**config.mk**
```make
export PLATFORM = sky130hd
export DESIGN_NAME = wrapper_vga_frontend
export DESIGN_NICKNAME = d
export VERILOG_FILES = /design/src/rtl/wrapper_vga_frontend_pkg.sv /design/src/rtl/wrapper_vga_frontend_key_debounce.sv /design/src/rtl/wrapper_vga_frontend.sv
export SDC_FILE = /design/constraint.sdc
export NUM_CORES = 1
export LEC_CHECK = 0
export BUFFER_PORTS_ARGS = -buffer_cell sky130_fd_sc_hd__buf_2
export CORE_MARGIN = 8
export CORE_UTILIZATION = 45
export CTS_CLUSTER_SIZE = 8
export DETAILED_ROUTE_END_ITERATION = 12
export HOLD_SLACK_MARGIN = 0.05
export PLACE_DENSITY_LB_ADDON = 0.25
export SLEW_MARGIN = 20
export SYNTH_ARGS = -nofsm -noshare
export SYNTH_HDL_FRONTEND = slang
export SYNTH_HIERARCHICAL = 1
export SYNTH_SLANG_ARGS = --single-unit
```
**constraint.sdc**
```tcl
create_clock -name clk -period 1.9 [get_ports clk]
set_input_delay 0 -clock clk [delete_from_list [all_inputs] [get_ports clk]]
set_output_delay 0 -clock clk [all_outputs]
set_load 0.01 [all_outputs]
```
**src/rtl/wrapper_vga_frontend_pkg.sv**
```systemverilog
// Shared VGA timing defaults (640x480@60), sync polarity constants and a width helper
// used by the front-end and its key debouncer.
package wrapper_vga_frontend_pkg;

  localparam int SYNC_NEG = 0;
  localparam int SYNC_POS = 1;

  localparam int DEF_CLK_DIV   = 2;
  localparam int DEF_H_DISPLAY = 640;
  localparam int DEF_H_FRONT   = 16;
  localparam int DEF_H_SYNC    = 96;
  localparam int DEF_H_BACK    = 48;
  localparam int DEF_V_DISPLAY = 480;
  localparam int DEF_V_FRONT   = 10;
  localparam int DEF_V_SYNC    = 2;
  localparam int DEF_V_BACK    = 33;

  // A counter over 'count' states needs at least one bit even when count is 1.
  function automatic int width_for(input int count);
    return (count > 1) ? $clog2(count) : 1;
  endfunction

endpackage

```
**src/rtl/wrapper_vga_frontend_key_debounce.sv**
```systemverilog
// One board key: two-flop synchroniser, optional inversion, stability debouncer and
// a single-clock press pulse on the accepted 0->1 transition.
module key_debounce
  import wrapper_vga_frontend_pkg::*;
#(
  parameter int DEB_CYCLES = 16,
  parameter bit ACT_LOW    = 1'b0
) (
  input  logic clk,
  input  logic resetn,
  input  logic key_raw,
  output logic level,
  output logic press
);

  localparam int CW = width_for(DEB_CYCLES + 1);
  localparam logic [CW-1:0] CNT_LAST = CW'(DEB_CYCLES - 1);

  logic          meta;
  logic          sync_raw;
  logic          synced;
  logic [CW-1:0] cnt;

  // Synchroniser flops rest at the idle key level so release from reset is not seen as a press.
  always_ff @(posedge clk or negedge resetn) begin
    if (!resetn) begin
      meta     <= ACT_LOW;
      sync_raw <= ACT_LOW;
    end else begin
      meta     <= key_raw;
      sync_raw <= meta;
    end
  end

  assign synced = sync_raw ^ ACT_LOW;

  always_ff @(posedge clk or negedge resetn) begin
    if (!resetn) begin
      cnt   <= '0;
      level <= 1'b0;
      press <= 1'b0;
    end else begin
      press <= 1'b0;
      if (synced == level) begin
        cnt <= '0;
      end else if (cnt == CNT_LAST) begin
        level <= synced;
        press <= synced;
        cnt   <= '0;
      end else begin
        cnt <= cnt + 1'b1;
      end
    end
  end

endmodule

```
**src/rtl/wrapper_vga_frontend.sv**
```systemverilog
// Board front-end for VGA game cores: pixel strobe divider, hpos/vpos timing, blanked and
// sync-aligned registered outputs, and debounced key inputs.
module wrapper_vga_frontend
  import wrapper_vga_frontend_pkg::*;
#(
  parameter int CLK_DIV     = DEF_CLK_DIV,
  parameter int H_DISPLAY   = DEF_H_DISPLAY,
  parameter int H_FRONT     = DEF_H_FRONT,
  parameter int H_SYNC      = DEF_H_SYNC,
  parameter int H_BACK      = DEF_H_BACK,
  parameter int V_DISPLAY   = DEF_V_DISPLAY,
  parameter int V_FRONT     = DEF_V_FRONT,
  parameter int V_SYNC      = DEF_V_SYNC,
  parameter int V_BACK      = DEF_V_BACK,
  parameter int SYNC_POL    = SYNC_NEG,
  parameter int RGB_W       = 3,
  parameter int KEYS        = 4,
  parameter int KEY_ACT_LOW = 0,
  parameter int DEB_CYCLES  = 16,
  localparam int H_TOT = H_DISPLAY + H_FRONT + H_SYNC + H_BACK,
  localparam int V_TOT = V_DISPLAY + V_FRONT + V_SYNC + V_BACK,
  localparam int HW    = $clog2(H_TOT),
  localparam int VW    = $clog2(V_TOT)
) (
  input  logic             clk,
  input  logic             resetn,
  input  logic [KEYS-1:0]  keys_raw,
  input  logic [RGB_W-1:0] rgb_in,
  output logic             pix_en,
  output logic [HW-1:0]    hpos,
  output logic [VW-1:0]    vpos,
  output logic             display_on,
  output logic             frame_start,
  output logic [KEYS-1:0]  key_level,
  output logic [KEYS-1:0]  key_press,
  output logic             hsync,
  output logic             vsync,
  output logic [RGB_W-1:0] rgb
);

  localparam int DW = width_for(CLK_DIV);
  localparam logic [DW-1:0] DIV_LAST = DW'(CLK_DIV - 1);

  localparam logic [HW-1:0] H_LAST   = HW'(H_TOT - 1);
  localparam logic [HW-1:0] H_VIS    = HW'(H_DISPLAY);
  localparam logic [HW-1:0] HS_FIRST = HW'(H_DISPLAY + H_FRONT);
  localparam logic [HW-1:0] HS_LAST  = HW'(H_DISPLAY + H_FRONT + H_SYNC - 1);

  localparam logic [VW-1:0] V_LAST   = VW'(V_TOT - 1);
  localparam logic [VW-1:0] V_VIS    = VW'(V_DISPLAY);
  localparam logic [VW-1:0] VS_FIRST = VW'(V_DISPLAY + V_FRONT);
  localparam logic [VW-1:0] VS_LAST  = VW'(V_DISPLAY + V_FRONT + V_SYNC - 1);

  localparam logic SYNC_ACT = (SYNC_POL != 0);

  logic [DW-1:0] div_cnt;
  logic          line_end;
  logic          frame_end;
  logic          h_sync_on;
  logic          v_sync_on;

  assign line_end   = (hpos == H_LAST);
  assign frame_end  = line_end && (vpos == V_LAST);
  assign display_on = (hpos < H_VIS) && (vpos < V_VIS);
  assign h_sync_on  = (hpos >= HS_FIRST) && (hpos <= HS_LAST);
  assign v_sync_on  = (vpos >= VS_FIRST) && (vpos <= VS_LAST);

  // pix_en is registered from the divider so it is low out of reset and first rises
  // on the CLK_DIV-th edge after release.
  always_ff @(posedge clk or negedge resetn) begin
    if (!resetn) begin
      div_cnt <= '0;
      pix_en  <= 1'b0;
    end else begin
      pix_en  <= (div_cnt == DIV_LAST);
      div_cnt <= (div_cnt == DIV_LAST) ? '0 : div_cnt + 1'b1;
    end
  end

  always_ff @(posedge clk or negedge resetn) begin
    if (!resetn) begin
      hpos        <= '0;
      vpos        <= '0;
      frame_start <= 1'b0;
    end else begin
      frame_start <= pix_en && frame_end;
      if (pix_en) begin
        if (line_end) begin
          hpos <= '0;
          vpos <= (vpos == V_LAST) ? '0 : vpos + 1'b1;
        end else begin
          hpos <= hpos + 1'b1;
        end
      end
    end
  end

  // Colour and both syncs are captured from the same pixel, giving one pixel of latency
  // with rgb and sync always aligned.
  always_ff @(posedge clk or negedge resetn) begin
    if (!resetn) begin
      rgb   <= '0;
      hsync <= ~SYNC_ACT;
      vsync <= ~SYNC_ACT;
    end else if (pix_en) begin
      rgb   <= display_on ? rgb_in : '0;
      hsync <= h_sync_on ? SYNC_ACT : ~SYNC_ACT;
      vsync <= v_sync_on ? SYNC_ACT : ~SYNC_ACT;
    end
  end

  for (genvar i = 0; i < KEYS; i++) begin : g_key
    key_debounce #(
      .DEB_CYCLES (DEB_CYCLES),
      .ACT_LOW    (KEY_ACT_LOW != 0)
    ) u_key (
      .clk     (clk),
      .resetn  (resetn),
      .key_raw (keys_raw[i]),
      .level   (key_level[i]),
      .press   (key_press[i])
    );
  end

endmodule

```
* After elaboration in Yosys (flattened, before gate mapping)
Index checks and enable logic that the tools add are counted.
** Cells by class
- Order comparisons :: 6
- Multiplexer cells :: 22
- Equality and inequality tests :: 10
- $add $sub $neg :: 7
- Bitwise operators :: 4
- Reductions and logical operators :: 10
** Operators with widths (number)
- $mux W5 :: 8
- $add A10 B1 Y10 const B :: 2
- $add A5 B1 Y5 const B :: 4
- $eq A10 B10 Y1 const B :: 2
- $eq A5 B4 Y1 const B :: 4
- $mux W10 :: 2
- $mux W1 :: 11
- $ge A10 B10 Y1 const B :: 1
- $ge A10 B9 Y1 const B :: 1
- $le A10 B10 Y1 const B :: 1
- $le A10 B9 Y1 const B :: 1
- $lt A10 B10 Y1 const B :: 1
- $lt A10 B9 Y1 const B :: 1
- $reduce_and A2 Y1 :: 5
- $logic_and A1 B1 Y1 :: 5
- $eq A1 B1 Y1 :: 4
- $not A1 Y1 :: 4
- $mux W3 :: 1
- $add A1 B1 Y1 const B :: 1
** Word-level totals
- Register bits :: 64
- Logic and storage cells :: 87
- Bits of input ports :: 9

* Depth between registers and ports, before layout
Gate-level depths: netlist (run 1).
- Depth after elaboration :: 3
- Gate-level depth with buffers :: 6
- Mapped depth without buffers :: 6

* Modules after synthesis
The synthesis (run 1) kept the hierarchy.
** By module, submodules not included
- key_debounce :: cells an instance 25, area an instance 350.3 um^2, instances 4, sequential area each 225.2 um^2
- wrapper_vga_frontend :: cells an instance 131, area an instance 1341.3 um^2, instances 1, sequential area each 703.2 um^2

* Worst setup path after synthesis (run 1)
OpenSTA, ideal clock, no wires.
- Path kind :: register -> register
- Start :: register hpos[7]
- End :: register vpos[0]
- Cell stages (with the launch flop) :: 6
- Data required time :: 1817 ps
- Setup time :: 83 ps
- Period minus slack after synthesis :: 1766 ps
- Path slack :: 134 ps
- Arrival :: 1683 ps
- Path through :: dfrtp_1 -> or4b_1 -> buf_2 -> nor3_1 -> nand3_1 -> o21ai_0
** On the way
- Longest elaborated chain between the ends :: 2
** RTL lines
- start, declared :: RTL line wrapper_vga_frontend.sv:30 : output logic [HW-1:0] hpos,
- start signal, assigned :: RTL line wrapper_vga_frontend.sv:92 : hpos <= hpos + 1'b1;
- $eq A10 B10 Y1 :: RTL line wrapper_vga_frontend.sv:62 : assign line_end = (hpos == H_LAST);
- $reduce_and A2 Y1 (no source line)
- end signal, assigned :: RTL line wrapper_vga_frontend.sv:90 : vpos <= (vpos == V_LAST) ? '0 : vpos + 1'b1;
- end, declared :: RTL line wrapper_vga_frontend.sv:31 : output logic [VW-1:0] vpos,
No other way between the ends.
A chain may end at the register's enable or synchronous reset.

* Worst setup path after layout (run 1)
- Start :: register hpos[7]
- End :: register vpos[3]
Same word-level chain as after synthesis.

==> metrics.md, run 1 <==
| Metric | Value |
|---|---|
| Net Sw Power | `578 uW` |
| FP Rows | `28` |
| I/O Pins | `45` |
| TritonCTS Buffers | `9` |
| Fmax | `533 MHz` |
| DRC | `0` |
| Initial antenna violation count | `0` |
| Reg power frac | `50.0%` |
| Worst Setup End Kind | `flip-flop` |
| Clock buffer depth | `2` |
| Post-synth top area share | `56.6%` |
| Clock root cell | `clkbuf_8` |
| Layout fillers | `509` |
| DIE AREA | `0.00885 sq mm` |
| Post-CTS Setup Bufs | `0` |
| GR Overflow Total | `0` |
| H-tree depth | `3` |
| Startpoint types | `flip-flop` |
| Kind of critical path | `reg2reg` |
| Hold crit path type | `in2async` |
| Clock Latency Late Sink | `0.33 ns` |
| CP Data Required Time | `2.11 ns` |
| DR vias/cell | `5.04` |
| Initial Utilization | `46.3%` |
| R2R Path Start | `hpos[7]` |
| Final Skew | `0.00918 ns` |
| Final Hold Violating Endpoints | `0` |
| Total length of routed wires | `5300 um` |
| Final period util | `98.8%` |
| Yosys warnings | `6` |
| Final Core Density | `57.5%` |
| # setup viols final | `0` |
| Cell Area, Synth | `0.00274 sq mm` |
| Pin count of the biggest net entering global routing | `65` |
| Status | `finished clean` |
| Synth Register Bits | `64` |
| Drt wl/cell | `14.1 um` |
| Area growth from synthesis to layout | `24.1%` |
| Layout cell share with drive strength beyond 1 | `30.6%` |
| Clock transition at path regs | `0.07 ns` |
| Netlist cell types | `37` |
| Area post-placement | `0.00309 sq mm` |
| Vias post-DR | `1,895` |
| Worst Setup SP | `hpos[7]` |
| Initial DRC count | `73` |
| PD cells | `832 mW/mm^2` |
| Antenna-violating nets left | `0` |
| Total GRT Usage | `12.8%` |
| Final nets | `313` |
| Number of global-route vias before repair | `1,831` |
| Min Hold Slack | `0.212 ns` |
| Net Sw Frac | `20.4%` |
| Clk pwr share | `46.1%` |
| Worst EP arrival | `2.09 ns` |
| Placed wire-length estimate | `3650 um` |
| Int Power | `2250 uW` |
| CP Max Fanout | `7` |
| Pwr Total | `2830 uW` |
| Slew Viols, Final | `0` |
| Die W | `94.1 um` |
| Core footprint | `0.00592 sq mm` |
| Pleak | `0.00172 uW` |
| Tightest Pin Transition | `0.376 ns` |
| Sequential cell area fraction in the yosys report | `58.5%` |
| TritonCTS clock tree | `yes` |
| Top cells by area, synth | `dfrtp_1, xor2_1, ha_1, xnor2_1, nor2_1` |
| Slew Limit Headroom | `74.7%` |
| I/O Buffers | `44` |
| Tmin final | `1.88 ns` |
| First-pass GRT wire length | `8850 um` |
| Ant diodes | `0` |
| # clock sinks | `64` |
| DR pass1 iterations | `4` |
| Max cap viols | `0` |
| Die extent in y | `94.1 um` |
| GP Congestion | `0.768` |
| Final Cell Area | `0.00340 sq mm` |
| Dominant cell type by area after synthesis | `dfrtp_1` |
| Syn Nets | `248` |
| Max VDD drop | `377 uV` |
| Cells after Synth | `231` |
| Comb power frac | `3.9%` |
| Post-synthesis average cell area | `11.9 sq um` |
-- critical path: stages, from the launching register on --
cell and delay, ns:
dfrtp_1 0.45, or4b_1 0.67, nor4_1 0.42, xnor2_1 0.17, nor2_1 0.05
-- path summary, 6_finish.rpt --
path	end	slack, ns	cells after the start
worst max-delay path	vpos[3]	0.02	4
worst min-delay path	g_key[1].u_key/press	0.21	3
worst max register to register	vpos[3]	0.02	4
worst min register to register	g_key[3].u_key/sync_raw	0.35	0
max in group asynchronous	vsync	1.37	3
min in group clk	g_key[3].u_key/meta	0.30	2
-- cell usage after synthesis, drive strengths merged --
master and count:
or4 1, and3 7, o311ai 1, nand3b 2, and2 6, dfstp 2
a41oi 1, nor2 26, ha 8, nor4b 6, or4b 1, and4 3
nor3b 1, xor2 15, dfrtp 62, nor3 3, clkbuf 1, nand3 20
xnor2 10, nand4 3, a21oi 2, inv 13, buf 2, o21ai 9
nor4 4, a21bo 1, nand2 10, mux2i 2, o22ai 3, o31ai 2
mux2 4
-- registers in the layout, indices dropped and copies added, names as in the netlist --
register and cells:
div_cnt 1, g_key.u_key/sync_raw 4, hpos 10, g_key.u_key/level 4, frame_start 1, vpos 10
g_key.u_key/cnt 20, pix_en 1, hsync 1, g_key.u_key/meta 4, g_key.u_key/press 4, rgb 3
vsync 1
-- cell usage in the layout (no fill, tap or decap), types with 3 or more instances in the layout --
cell type      synthesis  layout
dfrtp_1               62      62
buf_2                  2      44
nor2_1                22      22
nand3_1               16      16
xor2_1                15      15
inv_1                 13      13
clkbuf_8               0      11
nand2_1               10      10
xnor2_1               10      10
ha_1                   8       8
dlygate4sd3_1          0       8
o21ai_0                5       5
and2_2                 5       5
nand3_2                4       4
o21ai_2                4       4
nor2_2                 4       4
and3_2                 4       4
nor4b_2                4       4
mux2_1                 4       4
buf_4                  0       4
and3_1                 3       3
and4_1                 3       3
nand4_1                3       3
nor4_1                 4       3
nor3_1                 3       3
o22ai_1                3       3
-- area by class of cell --
class	count	area, sq um	area share [%]
Tap cell	75	93.8	2.76
Timing Repair Buffer	57	350	10.3
Sequential cell	64	1600	47.1
Clock buffer	13	159	4.67
Multi-Input combinational cell	151	1080	31.8
Inverter	13	48.8	1.43
Clock inverter	3	65.1	1.91
-- power groups by stage --
| stage | clock network, uW | logic [uW] | registers (uW) |
|---|---|---|---|
| after floorplan | 0 | 46.9 | 1440 |
| after global placement | 0 | 97.4 | 1440 |
| after detailed placement | 0 | 100 | 1440 |
| after CTS | 1340 | 112 | 1420 |
| after global routing | 1390 | 127 | 1420 |
| final | 1310 | 109 | 1420 |
-- what timing repair did --
item / 4_1_cts / 5_1_grt
gates resized for setup: 0 / 1
hold buffers: 8 / 0
endpoints found under the setup margin: 0 / 1
hold endpoints to repair: 71 / 0
-- cells by family (layout without fill, tap and decap cells) --
logic type / Yosys count / in the layout / synth area share [%]
adders and majority gates: 8 / 8 / 3.65
AOI/OAI and AO/OA: 19 / 19 / 4.79
DFF: 64 / 64 / 58.5
muxes: 6 / 6 / 2.37
buffers and inverters: 16 / 86 / 2.28
xor gates and xnor gates: 25 / 25 / 7.98
and+or+nand+nor: 93 / 93 / 20.4
-- metrics by stage --
step / TNS [ns] / cells / setup WS [ns]
2_1_floorplan: 0 / 231 / 0.134
3_3_place_gp: 0 / 352 / 0.152
3_5_place_dp: 0 / 352 / 0.0931
4_1_cts: 0 / 376 / 0.0833
5_1_grt: -0.0479 / 376 / -0.0479
6_report: 0 / 376 / 0.0235
-- layer usage --
layer  wire, um  GRT usage [%]  part of all wire, %  up-vias
met5          0              0                    0        -
met4        104           8.32                  2.0        0
met3        249           3.68                  4.7       10
met2       2480           19.0                   47       37
met1       2470           16.0                   47      922
li1           -              -                    -      926
No activity file was read; power rests on OpenSTA's default activity.
==> run 2: changes to the inputs <==
Settings changed: CTS_BUF_LIST set to sky130_fd_sc_hd__clkbuf_4 sky130_fd_sc_hd__clkbuf_8.
==> metrics.md, run 2 (synthesis gave the netlist of run 1 again) <==
| Metric | Value |
|---|---|
| Status | `finished clean (unchanged)` |
| Clock Latency Late Sink | `0.33 ns (about the same)` |
| Clock buffer depth | `2 (unchanged)` |
| Worst path cell trace | `or4b_1 -> nor4_1 -> xnor2_1 -> nor2_1 (unchanged)` |
| R2R Path Start | `hpos[7] (unchanged)` |
| DR vias/cell | `5.00 (was 5.04)` |
| PD cells | `839 mW/mm^2 (was 832 mW/mm^2)` |
| Most frequent cells in the layout | `dfrtp_1, buf_2, nor2_1 (unchanged)` |
| Clock transition at path regs | `0.07 ns (about the same)` |
| Worst Setup End Kind | `flip-flop (unchanged)` |
| Slew Limit Headroom | `74.8% (was 74.7%)` |
| Startpoint types | `flip-flop (unchanged)` |
| Die extent in y | `94.1 um (unchanged)` |
| GR Overflow Total | `0 (unchanged)` |
| TritonCTS Buffers | `9 (unchanged)` |
| Max FFs per register | `20 (unchanged)` |
| Pwr Total | `2860 uW (was 2830 uW)` |
| # clock sinks | `64 (unchanged)` |
| Clock root cell | `clkbuf_8 (unchanged)` |
| CP Data Required Time | `2.11 ns (about the same)` |
| CP Max Fanout | `7 (unchanged)` |
| Largest registers | `g_key.u_key/cnt x20, hpos x10, vpos x10 (unchanged)` |
| Kind of critical path | `reg2reg (unchanged)` |
| TritonCTS clock tree | `yes (unchanged)` |
| I/O Pins | `45 (unchanged)` |
| Initial antenna violation count | `0 (unchanged)` |
| DRC | `0 (unchanged)` |
| Most common cell after layout, fill and taps aside | `dfrtp_1 (unchanged)` |
| Total GRT Usage | `12.9% (was 12.8%)` |
| Antenna-violating nets left | `0 (unchanged)` |
| Final nets | `313 (unchanged)` |
| Vias post-DR | `1,880 (was 1,895)` |
| DIE AREA | `0.00885 sq mm (unchanged)` |
| Top delay family on crit path | `simple AND/OR/NAND/NOR gates (unchanged)` |
| Initial DRC count | `80 (was 73)` |
| Drt wl/cell | `14.1 um (about the same)` |
| Final Skew | `0.00891 ns (was 0.00918 ns)` |
| Final Core Density | `57.6% (was 57.5%)` |
| GP Congestion | `0.768 (unchanged)` |
| Max cap viols | `0 (unchanged)` |
| Slew Viols, Final | `0 (unchanged)` |
| Final Hold Violating Endpoints | `0 (unchanged)` |
| Core footprint | `0.00592 sq mm (unchanged)` |
| Reg-to-reg slack, setup | `0.04 ns (was 0.02 ns)` |
| CP max stage delay | `0.67 ns (about the same)` |
| Die W | `94.1 um (unchanged)` |
| I/O Buffers | `44 (unchanged)` |
| Post-Place Cells | `352 (unchanged)` |
| CP max stage cell | `or4b_1 (unchanged)` |
| Post-route insts no fill | `376 (unchanged)` |
| Cell count along the critical path | `4 (unchanged)` |
| Pleak | `0.00173 uW (was 0.00172 uW)` |
| DR pass1 iterations | `4 (unchanged)` |
| Number of global-route vias before repair | `1,823 (was 1,831)` |
| Number of buffers and inverters on the critical path | `0 (unchanged)` |
| Hold crit path type | `in2async (unchanged)` |
| Final period util | `97.7% (was 98.8%)` |
| Initial Utilization | `46.3% (unchanged)` |
| Top reg by flops | `g_key.u_key/cnt (unchanged)` |
| Total length of routed wires | `5320 um (was 5300 um)` |
| Max VDD drop | `378 uV (was 377 uV)` |
| Layout cell share with drive strength beyond 1 | `31.2% (was 30.6%)` |
| Pin count of the biggest net entering global routing | `65 (unchanged)` |
| H-tree depth | `3 (unchanged)` |
| FP Rows | `28 (unchanged)` |
| Layout fillers | `508 (was 509)` |
| Area growth from synthesis to layout | `24.4% (was 24.1%)` |
| First-pass GRT wire length | `8890 um (was 8850 um)` |
| # setup viols final | `0 (unchanged)` |
| Placed wire-length estimate | `3650 um (unchanged)` |
| Worst reg2reg path depth | `4 (unchanged)` |
| Tightest Pin Transition | `0.374 ns (was 0.376 ns)` |
| Ant diodes | `0 (unchanged)` |
| Worst Setup SP | `hpos[7] (unchanged)` |
| Tmin final | `1.86 ns (was 1.88 ns)` |
| Worst EP arrival | `2.06 ns (was 2.09 ns)` |
| Reg-to-reg endpoint | `vpos[3] (unchanged)` |
| Fmax | `539 MHz (was 533 MHz)` |
-- run 2: cell counts in the layout (fill, tap and decap cells not counted) --
Identical to the previous run, type by type.
-- run 2: repair_timing --
action,4_1_cts,5_1_grt
gates resized for setup,0,1
hold buffers,8,0
endpoints found under the setup margin,0,1
hold endpoints to repair,71,0
setup buffers,0,0
-- run 2: metrics by stage --
stage | setup WS, ns | cell area [sq um] | setup TNS [ns] | hold slack (ns)
after floorplan | 0.134 | 2740 | 0 | -0.296
after global placement | 0.152 | 3090 | 0 | 0.0364
after detailed placement | 0.0931 | 3090 | 0 | 0.0428
after CTS | 0.0833 | 3400 | 0 | 0.209
after global routing | -0.0482 | 3410 | -0.0482 | 0.253
final | 0.0430 | 3410 | 0 | 0.211
-- run 2: cell type report --
class | instances | area (sq um) | share of cell area, %
Timing Repair Buffer | 57 | 350 | 10.3
Clock buffer | 13 | 166 | 4.88
Sequential cell | 64 | 1600 | 47.0
Inverter | 13 | 48.8 | 1.43
Multi-Input combinational cell | 151 | 1080 | 31.7
Clock inverter | 3 | 65.1 | 1.91
Tap cell | 75 | 93.8 | 2.75
-- run 2: how the worst max path moves through the flow --
stage / slack [ns] / end
after floorplan: 0.13 / vpos[0]
after global placement: 0.15 / vpos[3]
after detailed placement: 0.09 / vpos[3]
after CTS: 0.08 / vpos[3]
after global routing: -0.05 / vpos[3]
final: 0.04 / vpos[3]
-- run 2: routing by layer --
layer | GRT usage (%) | part of all wire (%) | up-vias
li1 | - | - | 925
met1 | 16.1 | 46 | 916
met2 | 19.3 | 48 | 33
met3 | 3.68 | 4.9 | 6
met4 | 8.32 | 1.2 | 0
met5 | 0 | 0 | -
-- run 2: worst register-to-register path, cell delays in order (launching register included) --
cell and delay, ns:
dfrtp_1 0.45, or4b_1 0.67, nor4_1 0.40, xnor2_1 0.17
nor2_1 0.05
-- run 2: where the power goes --
group	switching (uW)	internal (uW)
Clock	496	839
Sequential	22.1	1400
Combinational	60.1	49.4
